## src/rtl/capiano_key_pkg.sv

```systemverilog
// capiano_key_pkg: shared constants, the event payload type and width helpers
// for the key event path.
// Optional build macro: KEY_EVT_TIMESTAMP_EN adds a 16-bit push-time stamp
// to each event.
package capiano_key_pkg;

    localparam int unsigned NUM_KEYS_DEFAULT   = 39;
    localparam int unsigned KEY_W_DEFAULT      = 8;
    localparam int unsigned FIFO_DEPTH_DEFAULT = 8;
    localparam int unsigned TIME_W             = 16;

    // Event payload at the default key width, as seen by the voice allocator.
    typedef struct packed {
        logic [KEY_W_DEFAULT-1:0] key;
        logic                     on;
`ifdef KEY_EVT_TIMESTAMP_EN
        logic [TIME_W-1:0]        stamp;
`endif
    } key_evt_t;

    // Ceiling log2, usable in constant expressions for port and pointer widths.
    function automatic int unsigned clog2(input int unsigned value);
        int unsigned v;
        int unsigned r;
        r = 0;
        v = (value > 0) ? value - 1 : 0;
        while (v > 0) begin
            r = r + 1;
            v = v >> 1;
        end
        return r;
    endfunction

endpackage

```

## src/rtl/key_evt_fifo.sv

```systemverilog
// key_evt_fifo: synchronous show-ahead FIFO with simultaneous push/pop.
// Ports:
//   clk, rst      clock, asynchronous active-high reset
//   wr_en/wr_data push request and payload (caller guarantees space, or a
//                 same-cycle pop when full)
//   rd_en         pop request; ignored while empty
//   valid         head entry present
//   head          head entry payload (stable until popped)
//   count         current occupancy
module key_evt_fifo
    import capiano_key_pkg::*;
#(
    parameter int unsigned WIDTH = 9,
    parameter int unsigned DEPTH = 8
) (
    input  logic                  clk,
    input  logic                  rst,
    input  logic                  wr_en,
    input  logic [WIDTH-1:0]      wr_data,
    input  logic                  rd_en,
    output logic                  valid,
    output logic [WIDTH-1:0]      head,
    output logic [clog2(DEPTH):0] count
);

    localparam int unsigned PTR_W = clog2(DEPTH);
    localparam int unsigned CNT_W = PTR_W + 1;

    logic [WIDTH-1:0] mem [DEPTH];
    logic [PTR_W-1:0] wr_ptr;
    logic [PTR_W-1:0] rd_ptr;
    logic             do_pop;

    assign valid  = (count != '0);
    assign do_pop = valid && rd_en;
    assign head   = mem[rd_ptr];

    // Storage, pointers (natural wrap) and occupancy.
    always_ff @(posedge clk or posedge rst) begin
        if (rst) begin
            for (int unsigned i = 0; i < DEPTH; i++) begin
                mem[i] <= '0;
            end
            wr_ptr <= '0;
            rd_ptr <= '0;
            count  <= '0;
        end else begin
            if (wr_en) begin
                mem[wr_ptr] <= wr_data;
                wr_ptr      <= wr_ptr + PTR_W'(1);
            end
            if (do_pop) begin
                rd_ptr <= rd_ptr + PTR_W'(1);
            end
            case ({wr_en, do_pop})
                2'b10:   count <= count + CNT_W'(1);
                2'b01:   count <= count - CNT_W'(1);
                default: count <= count;
            endcase
        end
    end

endmodule

```

## src/rtl/key_event_encoder.sv

```systemverilog
// key_event_encoder: turns per-key level changes into a queue of key-on/off
// events presented on a valid/ready interface. Transitions blocked by a full
// queue are deferred and re-evaluated, so a glitch that reverts before it is
// selected collapses to no event.
// Ports:
//   clk, rst    clock, asynchronous active-high reset
//   key_down    per-key pressed level
//   evt_valid   head event present; evt_ready accepts it
//   evt_key     head event key index; evt_on 1 = key-on, 0 = key-off
//   fifo_count  queue occupancy
//   pending     some key differs from its last reported state (combinational)
//   evt_time    push-time tick of the head event (KEY_EVT_TIMESTAMP_EN only)
// Optional build macro: KEY_EVT_TIMESTAMP_EN.
module key_event_encoder
    import capiano_key_pkg::*;
#(
    parameter int unsigned NUM_KEYS   = NUM_KEYS_DEFAULT,
    parameter int unsigned FIFO_DEPTH = FIFO_DEPTH_DEFAULT,
    parameter int unsigned KEY_W      = KEY_W_DEFAULT
) (
    input  logic                       clk,
    input  logic                       rst,
    input  logic [NUM_KEYS:0]          key_down,
    output logic                       evt_valid,
    input  logic                       evt_ready,
    output logic [KEY_W-1:0]           evt_key,
    output logic                       evt_on,
    output logic [clog2(FIFO_DEPTH):0] fifo_count,
    output logic                       pending
`ifdef KEY_EVT_TIMESTAMP_EN
    ,
    output logic [TIME_W-1:0]          evt_time
`endif
);

    localparam int unsigned KW    = NUM_KEYS + 1;
    localparam int unsigned CNT_W = clog2(FIFO_DEPTH) + 1;

    // Queue entry at this instance's key width.
    typedef struct packed {
        logic [KEY_W-1:0]  key;
        logic              on;
`ifdef KEY_EVT_TIMESTAMP_EN
        logic [TIME_W-1:0] stamp;
`endif
    } entry_t;

    logic [KW-1:0]    reported;
    logic [KW-1:0]    diff;
    logic [KW-1:0]    sel_mask;
    logic [KEY_W-1:0] sel_key;
    logic             sel_on;
    logic             push;
    logic             pop;
    entry_t           wr_entry;
    entry_t           head;

    assign diff    = key_down ^ reported;
    assign pending = |diff;

    // Lowest set bit of diff: two's-complement isolation gives the winner mask.
    assign sel_mask = diff & (~diff + KW'(1));
    assign sel_on   = |(key_down & sel_mask);

    // One-hot to binary key index.
    always_comb begin
        sel_key = '0;
        for (int unsigned i = 0; i < KW; i++) begin
            if (sel_mask[i]) begin
                sel_key = sel_key | KEY_W'(i);
            end
        end
    end

    // A full queue still accepts when the head leaves on the same edge.
    assign pop  = evt_valid && evt_ready;
    assign push = pending && ((fifo_count < CNT_W'(FIFO_DEPTH)) || pop);

    // Last issued state per key; flips together with the enqueue.
    always_ff @(posedge clk or posedge rst) begin
        if (rst) begin
            reported <= '0;
        end else if (push) begin
            reported <= reported ^ sel_mask;
        end
    end

`ifdef KEY_EVT_TIMESTAMP_EN
    logic [TIME_W-1:0] tick;

    // Free-running tick, wraps naturally.
    always_ff @(posedge clk or posedge rst) begin
        if (rst) begin
            tick <= '0;
        end else begin
            tick <= tick + TIME_W'(1);
        end
    end
`endif

    always_comb begin
        wr_entry       = '0;
        wr_entry.key   = sel_key;
        wr_entry.on    = sel_on;
`ifdef KEY_EVT_TIMESTAMP_EN
        wr_entry.stamp = tick;
`endif
    end

    key_evt_fifo #(
        .WIDTH ($bits(entry_t)),
        .DEPTH (FIFO_DEPTH)
    ) u_fifo (
        .clk     (clk),
        .rst     (rst),
        .wr_en   (push),
        .wr_data (wr_entry),
        .rd_en   (evt_ready),
        .valid   (evt_valid),
        .head    (head),
        .count   (fifo_count)
    );

    assign evt_key  = head.key;
    assign evt_on   = head.on;
`ifdef KEY_EVT_TIMESTAMP_EN
    assign evt_time = head.stamp;
`endif

endmodule

```

## config.mk

```make
export PLATFORM = sky130hd
export DESIGN_NAME = key_event_encoder
export DESIGN_NICKNAME = d
export VERILOG_FILES = /design/src/rtl/capiano_key_pkg.sv /design/src/rtl/key_evt_fifo.sv /design/src/rtl/key_event_encoder.sv
export SDC_FILE = /design/constraint.sdc
export NUM_CORES = 1
export LEC_CHECK = 0
export ABC_AREA = 1
export CAP_MARGIN = 10
export CORE_UTILIZATION = 50
export DETAILED_ROUTE_END_ITERATION = 12
export MAX_ROUTING_LAYER = met4
export PLACE_DENSITY = 0.67
export SYNTH_ARGS = -nofsm -noshare
export SYNTH_HDL_FRONTEND = slang
export SYNTH_SLANG_ARGS = --single-unit
```

## constraint.sdc

```tcl
create_clock -name clk -period 6 [get_ports clk]
set_input_delay 1.2 -clock clk [delete_from_list [all_inputs] [get_ports clk]]
set_output_delay 1.2 -clock clk [all_outputs]
set_load 0.01 [all_outputs]
```

==> flow_metrics.py <==
metrics = {
    "clock_network": {
        "cts_root_buf": "clkbuf_16",
        "h-tree-depth": 3,
        "cts_buffers": 9,
        "cts-hold-fix-buffers": 0,
        "cts.repair.resized": 0,
        "cts.sinks": 106,
        "post_cts_buffers": 0,
        "clock_path_buffers": 2,
        "clock_latency_ns": 0.36,
        "cts_tree": "done",
        "path_clk_slew_ns": 0.07,
    },
    "placed_design": {
        "numPortBuffers": 55,
        "postPlaceCellArea_mm2": 0.00803,
        "dp_hpwl_um": 14100,
        "gp_congestion": 0.937,
    },
    "drt": {
        "wl_per_cell_um": 14.1,
        "drtIter0Drc": 550,
        "drc": 0,
        "via_per_inst": 5.13,
        "first_pass_iters": 7,
        "wl_um": 18900,
        "vias": 6869,
        "postRouteAntennaNets": 0,
    },
    "floorplanning": {
        "die_area_mm2": 0.0151,
        "core_area_mm2": 0.0140,
        "start_util_pct": 52.0,
        "pin_count": 58,
        "rows": 43,
        "die-height_um": 123,
        "die_x_um": 123,
    },
    "critical_path": {
        "path_cells": "clkdlybuf4s50_1, ha_1, inv_1, nor2_8, nand2_4, nor2_8, nand3_2, nor2_4, nand2_1, clkdlybuf4s50_1",
        "critPathKind": "in2out",
        "cp-start-kind": "input port",
        "critical_path.max_stage_delay_ns": 0.49,
        "timing.critical_path.buf_inv": 3,
        "required_ns": 4.80,
        "setup.worst_path.end_class": "output pin",
        "critPathSlowestCell": "clkdlybuf4s50_1",
        "cpLargestDelayFamily": "buffers and inverters",
        "critical_path_peak_fanout": 10,
        "cp.arrival_ns": 3.51,
    },
    "grt": {
        "grt_pass1_vias": 6386,
        "grt_first_pass_wirelength_um": 31300,
        "antenna_found_initial": 0,
        "grt-ovfl-total": 0,
        "track_usage_pct": 27.8,
        "grt_max_degree": 68,
    },
    "pwr": {
        "p_per_area_mw_per_mm2": 365,
        "power_leakage_nw": 4.31,
        "irDropWorstVdd_mv": 0.249,
    },
    "final_layout": {
        "final_area_mm2": 0.00829,
        "final_common_cell": "nand2_1",
        "area_growth_syn_to_layout_pct": 13.6,
        "register_area_mm2": 0.00265,
        "antenna_cells": 0,
        "fill_cells": 1366,
        "layout_common_cells": "372 x nand2_1, 182 x nor2_1, 126 x inv_1",
        "multiInputGateArea_mm2": 0.00401,
        "drive_gt1_share_pct": 10.0,
        "final_nets": 1207,
    },
    "yosys": {
        "postSynth.asyncResetShare_pct": 100,
        "yosysSeqAreaShare_pct": 36.3,
        "netlist_area_mm2": 0.00730,
        "synth_edf_count": 0,
        "synth_ff_type": "dfrtp_1",
        "ys_seq_elements": 106,
        "yosys.area.top_type": "dfrtp_1",
        "synth_top_area_share_pct": 36.3,
        "synthCells": 1100,
        "ys_warn_count": 0,
        "yosysUniqueCellTypes": 44,
        "avgSynthCellArea_um2": 6.64,
        "yosys-top-cells-area": "dfrtp_1 36%, nand2_1 19%, nor2_1 9.4%",
    },
    "worst_hold_path": {
        "hp-class": "reg2reg",
    },
    "sta": {
        "max_slew_margin_pct": 43.7,
        "hold_viol": 0,
        "worstMarginPinSlew_ns": 0.845,
        "post-route-period-util_pct": 78.5,
        "grt_setup_unrepaired": "false",
        "final.min_clock_period_ns": 4.71,
        "finalMaxSlewViolations": 0,
        "fin_worst_skew_ns": 0.0107,
        "setup_viol": 0,
        "fmax_ghz": 0.212,
        "tns_ns": 0,
    },
    "status": {
        "status": "finished clean",
    },
    "flow_run": {
        "maxCapViolCount": 0,
    },
}
[cells in the mapped netlist, types with 5 or more instances]
library cell,count
nand2_1,372
nor2_1,182
inv_1,127
dfrtp_1,106
o21ai_0,50
nand3_1,34
nand2_2,24
inv_2,20
o21ai_1,19
a21oi_1,16
nor2_4,16
nor2_2,15
nand4_1,13
xnor2_1,11
nor3_1,10
a31oi_1,9
nand2_4,9
nand3b_1,9
clkbuf_1,8
o22ai_1,7
ha_1,6
xor2_1,5
[layer usage]
layer	GRT usage, %	vias up	wire length (um)
met5	-	-	0
met4	5.87	0	203
met3	4.97	19	929
met2	42.7	173	8590
met1	38.2	3175	9220
li1	-	3502	-
[cell families (layout without fill, tap and decap cells)]
family	count (synthesis)	in the layout	share of synthesized area, %
flops	106	106	36.3
xor+xnor	17	17	2.14
simple gates	695	695	43.0
mux	3	3	0.411
fa+ha+maj	7	7	1.30
other cells	1	2	0.0514
compound gates	109	109	8.07
buf+inv	162	221	8.72
[where the power goes]
| group | internal [W] | leakage [nW] | switching [W] |
|---|---|---|---|
| logic | 0.000514 | 2.83 | 0.000937 |
| registers | 0.000884 | 1.35 | 0.000132 |
| clock network | 0.000279 | 0.125 | 0.000279 |
[final cells by class]
class,count,area share [%]
clock buffers,10,2.76
repair buffers,58,6.91
multi-input cells,833,48.4
clock inverters,4,0.362
flip-flops and latches,106,32.0
inverters,149,6.84
well taps,180,2.72
[final timing paths]
check                                   startpoint                          end  slack [ns]  depth (start not counted)
hold / removal             reported[0]$_DFFE_PP0P_      reported[0]$_DFFE_PP0P_        0.47                          1
hold reg to reg            reported[0]$_DFFE_PP0P_      reported[0]$_DFFE_PP0P_        0.47                          1
min in group asynchronous                      rst                    async pin        1.37                          2
setup / recovery                       key_down[0]                      pending        1.29                         10
setup reg to reg           reported[0]$_DFFE_PP0P_  u_fifo.count[3]$_DFFE_PP0P_        2.78                         19
max in group asynchronous                      rst                    async pin        3.58                          3
[through the flow]
step	std cells	hold WS, ns	setup WS, ns	power, W	utilization [%]
after CTS	1340	0.479	1.30	0.00304	59.0
after global placement	1326	0.455	1.32	0.00245	57.2
after global routing	1340	0.496	1.15	0.00327	59.0
after detailed placement	1326	0.460	1.31	0.00247	57.2
after floorplan	1101	0.442	2.01	0.00200	-
final	1340	0.469	1.29	0.00302	59.0
(Power assumes the default switching activity.)
